===== src/rtl/axis_width_downsizer.sv =====
// AXI4-Stream width downsizer: one wide slave beat is held and
// replayed as RATIO narrow master beats, lowest bytes first.
//
// Parameters:
//   IN_WIDTH  - slave tdata width in bits, rounded up to whole bytes
//   OUT_WIDTH - master tdata width in bits, rounded up to whole bytes
// Ports:
//   aclk, aresetn            - clock, async active-low reset
//   s_tvalid/s_tready        - slave handshake
//   s_tdata/s_tkeep/s_tlast  - slave beat (IN_BYTES wide)
//   m_tvalid/m_tready        - master handshake
//   m_tdata/m_tkeep/m_tlast  - master chunk (OUT_BYTES wide)
// Build option:
//   AXIS_DWN_NULL_SKIP_EN - chunks with an all-zero tkeep slice are
//   not emitted; a fully null, non-last beat is swallowed.
module axis_width_downsizer #(
    parameter int IN_WIDTH  = 32,
    parameter int OUT_WIDTH = 8,
    localparam int IN_BYTES  = (IN_WIDTH - 1) / 8 + 1,
    localparam int OUT_BYTES = (OUT_WIDTH - 1) / 8 + 1
) (
    input  logic                   aclk,
    input  logic                   aresetn,
    input  logic                   s_tvalid,
    output logic                   s_tready,
    input  logic [IN_BYTES*8-1:0]  s_tdata,
    input  logic [IN_BYTES-1:0]    s_tkeep,
    input  logic                   s_tlast,
    output logic                   m_tvalid,
    input  logic                   m_tready,
    output logic [OUT_BYTES*8-1:0] m_tdata,
    output logic [OUT_BYTES-1:0]   m_tkeep,
    output logic                   m_tlast
);

    localparam int RATIO = IN_BYTES / OUT_BYTES;
    localparam int OW    = OUT_BYTES * 8;
    localparam int IW    = (RATIO > 1) ? $clog2(RATIO) : 1;

    if ((IN_BYTES % OUT_BYTES) != 0 || RATIO < 1) begin : g_bad_ratio
        $error("axis_width_downsizer: IN_BYTES must be a multiple of OUT_BYTES");
    end

    typedef enum logic {
        S_EMPTY,
        S_HOLD
    } state_t;

    state_t                r_state;
    logic [IN_BYTES*8-1:0] r_data;
    logic [IN_BYTES-1:0]   r_keep;
    logic                  r_last;
    logic [IW-1:0]         r_idx;
    logic [IW-1:0]         r_fin;
    logic                  r_rdy;

    state_t                w_nstate;
    logic [IN_BYTES*8-1:0] w_data;
    logic [IN_BYTES-1:0]   w_keep;
    logic                  w_last;
    logic [IW-1:0]         w_idx;
    logic [IW-1:0]         w_fin;
    logic                  w_load;

    logic                  w_final;
    logic                  w_s_fire;
    logic [IW-1:0]         w_first;
    logic [IW-1:0]         w_fin_in;
    logic [IW-1:0]         w_nxt_idx;
    logic                  w_drop;

    logic [OW-1:0]         w_dchunk [RATIO];
    logic [OUT_BYTES-1:0]  w_kchunk [RATIO];

    for (genvar g = 0; g < RATIO; g++) begin : g_chunk
        assign w_dchunk[g] = r_data[g*OW +: OW];
        assign w_kchunk[g] = r_keep[g*OUT_BYTES +: OUT_BYTES];
    end

`ifdef AXIS_DWN_NULL_SKIP_EN
    function automatic logic f_nz(
        input logic [IN_BYTES-1:0] k,
        input int                  i
    );
        f_nz = |k[i*OUT_BYTES +: OUT_BYTES];
    endfunction

    // Lowest non-null chunk; 0 for an all-null beat.
    function automatic logic [IW-1:0] f_first(
        input logic [IN_BYTES-1:0] k
    );
        f_first = '0;
        for (int i = RATIO - 1; i >= 0; i--) begin
            if (f_nz(k, i)) f_first = IW'(i);
        end
    endfunction

    // Highest non-null chunk; 0 for an all-null beat.
    function automatic logic [IW-1:0] f_lastnz(
        input logic [IN_BYTES-1:0] k
    );
        f_lastnz = '0;
        for (int i = 0; i < RATIO; i++) begin
            if (f_nz(k, i)) f_lastnz = IW'(i);
        end
    endfunction

    // Next non-null chunk above cur; only used when cur is not final.
    function automatic logic [IW-1:0] f_next(
        input logic [IN_BYTES-1:0] k,
        input logic [IW-1:0]       cur
    );
        logic found;
        found  = 1'b0;
        f_next = cur;
        for (int i = 0; i < RATIO; i++) begin
            if (!found && i > int'(cur) && f_nz(k, i)) begin
                f_next = IW'(i);
                found  = 1'b1;
            end
        end
    endfunction

    assign w_first   = f_first(s_tkeep);
    assign w_fin_in  = f_lastnz(s_tkeep);
    assign w_nxt_idx = f_next(r_keep, r_idx);
    assign w_drop    = ~|s_tkeep & ~s_tlast;
`else
    assign w_first   = '0;
    assign w_fin_in  = IW'(RATIO - 1);
    assign w_nxt_idx = r_idx + IW'(1);
    assign w_drop    = 1'b0;
`endif

    assign w_final  = (r_idx == r_fin);
    assign m_tvalid = (r_state == S_HOLD);

    // Ready opens in the final-chunk cycle so a new beat can be taken
    // without a bubble between packets.
    assign s_tready = r_rdy &
                      ((r_state == S_EMPTY) | (m_tready & w_final));
    assign w_s_fire = s_tvalid & s_tready;

    assign m_tdata = m_tvalid ? w_dchunk[r_idx] : '0;
    assign m_tkeep = m_tvalid ? w_kchunk[r_idx] : '0;
    assign m_tlast = m_tvalid & r_last & w_final;

    always_comb begin
        w_nstate = r_state;
        w_data   = r_data;
        w_keep   = r_keep;
        w_last   = r_last;
        w_idx    = r_idx;
        w_fin    = r_fin;
        w_load   = 1'b0;
        unique case (r_state)
            S_EMPTY: begin
                if (w_s_fire) w_load = 1'b1;
            end
            S_HOLD: begin
                if (m_tready) begin
                    if (w_final) begin
                        if (w_s_fire) w_load = 1'b1;
                        else          w_nstate = S_EMPTY;
                    end else begin
                        w_idx = w_nxt_idx;
                    end
                end
            end
            default: w_nstate = S_EMPTY;
        endcase
        if (w_load) begin
            w_data   = s_tdata;
            w_keep   = s_tkeep;
            w_last   = s_tlast;
            w_idx    = w_first;
            w_fin    = w_fin_in;
            // A fully null non-last beat carries nothing to emit.
            w_nstate = w_drop ? S_EMPTY : S_HOLD;
        end
    end

    always_ff @(posedge aclk or negedge aresetn) begin
        if (!aresetn) begin
            r_state <= S_EMPTY;
            r_data  <= '0;
            r_keep  <= '0;
            r_last  <= 1'b0;
            r_idx   <= '0;
            r_fin   <= '0;
            r_rdy   <= 1'b0;
        end else begin
            r_state <= w_nstate;
            r_data  <= w_data;
            r_keep  <= w_keep;
            r_last  <= w_last;
            r_idx   <= w_idx;
            r_fin   <= w_fin;
            r_rdy   <= 1'b1;
        end
    end

endmodule


===== config.mk =====
export PLATFORM = sky130hd
export DESIGN_NAME = axis_width_downsizer
export DESIGN_NICKNAME = d
export VERILOG_FILES = /design/src/rtl/axis_width_downsizer.sv
export SDC_FILE = /design/constraint.sdc
export NUM_CORES = 1
export LEC_CHECK = 0
export BUFFER_PORTS_ARGS = -buffer_cell sky130_fd_sc_hd__buf_2
export CORE_MARGIN = 5
export CORE_UTILIZATION = 47
export DETAILED_ROUTE_END_ITERATION = 10
export MAX_ROUTING_LAYER = met4
export PLACE_DENSITY = 0.87
export REMOVE_ABC_BUFFERS = 1
export SLEW_MARGIN = 15
export SYNTH_ARGS = -nofsm -noshare
export SYNTH_HDL_FRONTEND = slang
export SYNTH_SLANG_ARGS = --single-unit
export TNS_END_PERCENT = 50

===== constraint.sdc =====
create_clock -name aclk -period 1.9 [get_ports aclk]
set_clock_uncertainty 0.05 [all_clocks]
set_input_delay 0.38 -clock aclk [delete_from_list [all_inputs] [get_ports aclk]]
set_output_delay 0.38 -clock aclk [all_outputs]
set_load 0.01 [all_outputs]

### After elaboration in Yosys (flattened, before gate mapping)

Index checks and enable logic that the tools add are counted.

| storage, ports and cells | value |
|---|---|
| flip-flop bits (word level) | 42 |
| bits of input ports | 41 |
| output and inout port bits | 12 |
| word-level logic and storage cells | 42 |

| operators by class | value |
|---|---|
| add/sub/neg operators | 1 |
| magnitude comparators | 1 |
| eq/ne operators | 2 |
| mux-type cells | 20 |
| bitwise operators | 8 |
| reduce and logical (&&, ||, !) cells | 3 |

Operators by type and width:

| kind | number |
|---|---|
| two-way mux 8 bit | 3 |
| binary-select mux 8 bit (select 2 bit) | 1 |
| two-way mux 1 bit | 10 |
| two-way mux 2 bit | 4 |
| bitwise AND 1 bit | 5 |
| nonzero test 2 bit | 2 |
| greater-or-equal comparator 3 bit, second input constant | 1 |
| NOT 2 -> 3 bit | 1 |
| AND reduction 3 bit | 1 |
| adder 2 x 1 -> 2 bit, second input constant | 1 |
| binary-select mux 1 bit (select 2 bit) | 1 |
| == test 2 bit | 1 |
| inequality test 2 bit, second input constant | 1 |
| case mux 1 bit (2 select lines) | 1 |
| NOT 1 bit | 1 |
| bitwise OR 1 bit | 1 |

### Longest topological paths before layout

| logic depth | value |
|---|---|
| depth in word-level cells | 11 |
| depth in mapped cells | 6 |

### Worst setup path before layout

Ideal clock, no wire load.

| path | value |
|---|---|
| path kind | register to register |
| start point | register r_idx[0] |
| end point | register r_data[12] |
| library setup time | 0.125 ns |
| arrival | 1.840 ns |
| required time | 1.725 ns |
| setup slack | -0.115 ns |
| stages on the path, launching flop included | 7 |
| buffers on the path | 3 |
| period minus slack after synthesis | 2.015 ns |
| cell sequence | dfrtp_1 > buf_6 > or4b_4 > a31oi_4 > buf_6 > buf_12 > mux2_4 |

| on the way | value |
|---|---|
| longest elaborated chain between the ends | 9 |

Ends and longest elaborated chain:

| item | RTL line | RTL |
|---|---|---|
| start: declaration | 53 | `logic [IW-1:0] r_idx;` |
| start signal: assignment | 197 | `r_idx <= w_idx;` |
| == test 2 bit (*) | 135 | `assign w_final = (r_idx == r_fin);` |
| bitwise AND 1 bit | 141 | `((r_state == S_EMPTY) \| (m_tready & w_final));` |
| bitwise OR 1 bit | 141 |  |
| bitwise AND 1 bit | 140 | `assign s_tready = r_rdy &` |
| bitwise AND 1 bit | 142 | `assign w_s_fire = s_tvalid & s_tready;` |
| two-way mux 1 bit | 158, 163 |  |
| two-way mux 1 bit | 162 | `if (w_final) begin` |
| two-way mux 1 bit | 161 | `if (m_tready) begin` |
| case mux 1 bit (2 select lines) (*) | 156 | `unique case (r_state)` |
| end signal: assignment | 194 | `r_data <= w_data;` |
| end: declaration | 50 | `logic [IN_BYTES*8-1:0] r_data;` |

Every way passes the cells marked *; elsewhere a longest branch is shown, timed or not.
A chain may end at the register's enable or synchronous reset.

### Final worst setup path

| path | value |
|---|---|
| start point | register r_idx[0] |
| end point | register r_data[19] |

Same word-level chain as after synthesis.

==> flow_summary.yaml <==
run_status:
  status: "complete, but fails checks"
  violations: "negative setup slack"
global_routing:
  grt_max_degree: 27
  antenna_found_initial: 0
  grt_overflow: 0
  grt_use_total_pct: 15.9
  grt_first_pass_wirelength_um: 6560
  grt_pass1_vias: 1402
synthesis:
  synth.top_cell.area_share_pct: 51.6
  ys_seq_area_share_pct: 51.6
  yosysMostFrequentCell: "dfrtp_1"
  syn_inst: 130
  yosysWarnings: 0
  synth-seq-cells: 42
  synth_edf_count: 0
  synth_common_cells: "42 x dfrtp_1, 19 x mux2_4, 18 x mux2_2"
  netlist_area_um2: 2040
  avgSynthCellArea_um2: 15.7
  synth_flop_cell: "dfrtp_1"
  synth_area_leaders: "dfrtp_1 52%, mux2_4 14%, mux2_2 9.9%"
  async_flop_share_pct: 100
  ys_types: 25
  synth_top_area_cell: "dfrtp_1"
floorplanning:
  rows: 24
  die_h_um: 75.9
  dieArea_um2: 5750
  core_um2: 4290
  initial_utilization_pct: 47.5
  ios: 53
  die_w_um: 75.9
timing:
  finalCriticalPeriod_ps: 2080
  rsz0062_at_grt: "yes"
  timing.fmax_ghz: 0.480
  layout_setup_ws_ps: -183
  fin_crit_sh_pct: 110
  finalHoldViolCount: 0
  drv_slew: 0
  setup_viol: 48
detailed_routing:
  top_layer: "met4"
  drt_iter0_markers: 117
  postRouteAntennaNets: 0
  vias_per_cell: 5.29
  dr_total_vias: 1348
  route.met3.wl_um: 278
  wire_per_inst_um: 18.3
  routed_wl_um: 4660
  met1_length_um: 2080
  drt-pass1-iter-count: 4
  drc_errors: 0
  wl_met2_um: 2280
power_and_ir_drop:
  powerDensity_nw_per_um2: 1760
  p_int_mw: 3.48
  ir_drop_mv: 0.552
  clkPwrFrac_pct: 12.0
  seqPwrFrac_pct: 32.7
  p_comb_share_pct: 55.3
  swShare_pct: 29.6
  switching_power_mw: 1.46
  p_leak_nw: 1.33
hold_path:
  hold_path_end: "r_data[16]"
  min_from: "s_tdata[16]"
  worstHoldPathType: "in -> reg"
  whs_path_depth: 2
setup_path:
  startpoint_type: "flop"
  cp-end-kind: "flop"
  worst-setup-path-type: "reg -> reg"
  reg2reg_slack_ps: -180
  worstRegToRegCells: 5
  arrival_ps: 2210
  cp.required_ps: 2030
  rr_endpoint: "r_data[19]"
  path_max_fanout: 13
  r2r-start: "r_idx[0]"
clock_network:
  cts_tree: "done"
  path_clk_slew_ps: 80
  cts_buffers: 5
  htree_num_levels: 2
  ctsLongestPathBuffers: 2
  clockRootBuffer: "clkbuf_8"
  insertion_delay_ps: 290
  cts_sinks: 42
final_layout:
  final_area_um2: 2810
  area_growth_syn_to_layout_pct: 37.8
  diodes: 0
  fillers: 301
  stdcell_count: 255
  drive_gt1_share_pct: 69.0
  finalNetCount: 243
placement:
  dp_hpwl_um: 2890
  dp_cells: 234
  dpl_cell_area_um2: 2360
  io_buffers: 52
  gp_congestion: 0.807
flow_run:
  drv_cap: 0
## sequential cells by signal (all words and copies together) (netlist names)
signal    cells
r_data       32
r_keep        4
r_rdy         1
r_idx         2
r_fin         1
r_last        1
m_tvalid      1
## stage by stage
| stage | hold WS (ps) | total power, mW | setup slack (ps) | utilization, % | TNS, ps |
|---|---|---|---|---|---|
| CTS | 258 | 4.68 | -213 | 62.4 | -5820 |
| finish | 264 | 4.94 | -183 | 65.4 | -6860 |
| global placement | 269 | 3.44 | -85.1 | 54.9 | -2250 |
| floorplan | 34.4 | 2.89 | -867 | - | -31590 |
| detailed placement | 268 | 3.51 | -149 | 54.9 | -3920 |
| global route | 256 | 5.21 | -241 | 65.4 | -8690 |
## worst max-delay path by stage
stage                   from         end  cells past startpoint
finish              r_idx[0]  r_data[19]                      5
CTS                 r_idx[0]  m_tdata[5]                      4
global route        r_idx[0]  m_tdata[4]                      4
global placement    m_tready   r_data[2]                      5
detailed placement  m_tready   r_data[7]                      5
floorplan           r_idx[0]   r_data[0]                      3
## cell families after synthesis
family,count (synthesis),synth area share (%)
other,1,0.184
AO/OA/AOI/OAI,7,2.88
buffers and inverters,10,4.42
AND/OR/NAND/NOR,23,6.57
multiplexers,47,34.4
flip-flops,42,51.6
## per-layer routing
metal	GRT usage [%]	up-vias
met2	26.4	44
met3	3.56	3
met4	2.33	0
met1	20.4	688
met5	-	-
li1	-	613
## power by group through the flow
| stage | clock, mW | combinational, mW | sequential [mW] |
|---|---|---|---|
| finish | 0.591 | 2.73 | 1.61 |
| global route | 0.641 | 2.91 | 1.66 |
| CTS | 0.605 | 2.48 | 1.60 |
| detailed placement | 0 | 1.93 | 1.58 |
| global placement | 0 | 1.88 | 1.56 |
| floorplan | 0 | 1.27 | 1.62 |
## what timing repair did
item / 4_1_cts / 5_1_grt
resized for setup: 29 / 21
buffers inserted: 6 / 3
gates cloned: 2 / 2
setup endpoints to repair: 45 / 48
endpoints found under the hold margin: 15 / 0
hold buffers: 1 / 0
pin swaps: 15 / 1
## worst max-delay path, cell delays in order, from the launching register on
cell and delay [ps]:
dfrtp_2 460, or4b_4 560, a31oi_4 250, buf_6 150
clkbuf_16 180, mux2_4 310
## final cells by class
type                       count  area (um2)  share of cell area [%]
tap                           52        65.1                    2.32
inverter                       1        3.75                   0.134
clock inverter                 1        5.00                   0.178
sequential                    42        1050                    37.5
multi-input combinational     78         993                    35.4
clock buffer                   7        86.3                    3.07
timing repair buffer          74         602                    21.4
## layout by cell type, fill, tap and decap left out, types with 3 or more instances in the layout
cell       Yosys  routed
and2_4         0       8
buf_2          1      44
buf_4          1      10
buf_6          2      11
clkbuf_16      0       3
clkbuf_8       0       6
dfrtp_1       42      41
mux2_4        19      37
mux4_2         9       9
nand2_1        5       5
nand3_1        4       3
(Power assumes the default switching activity.)
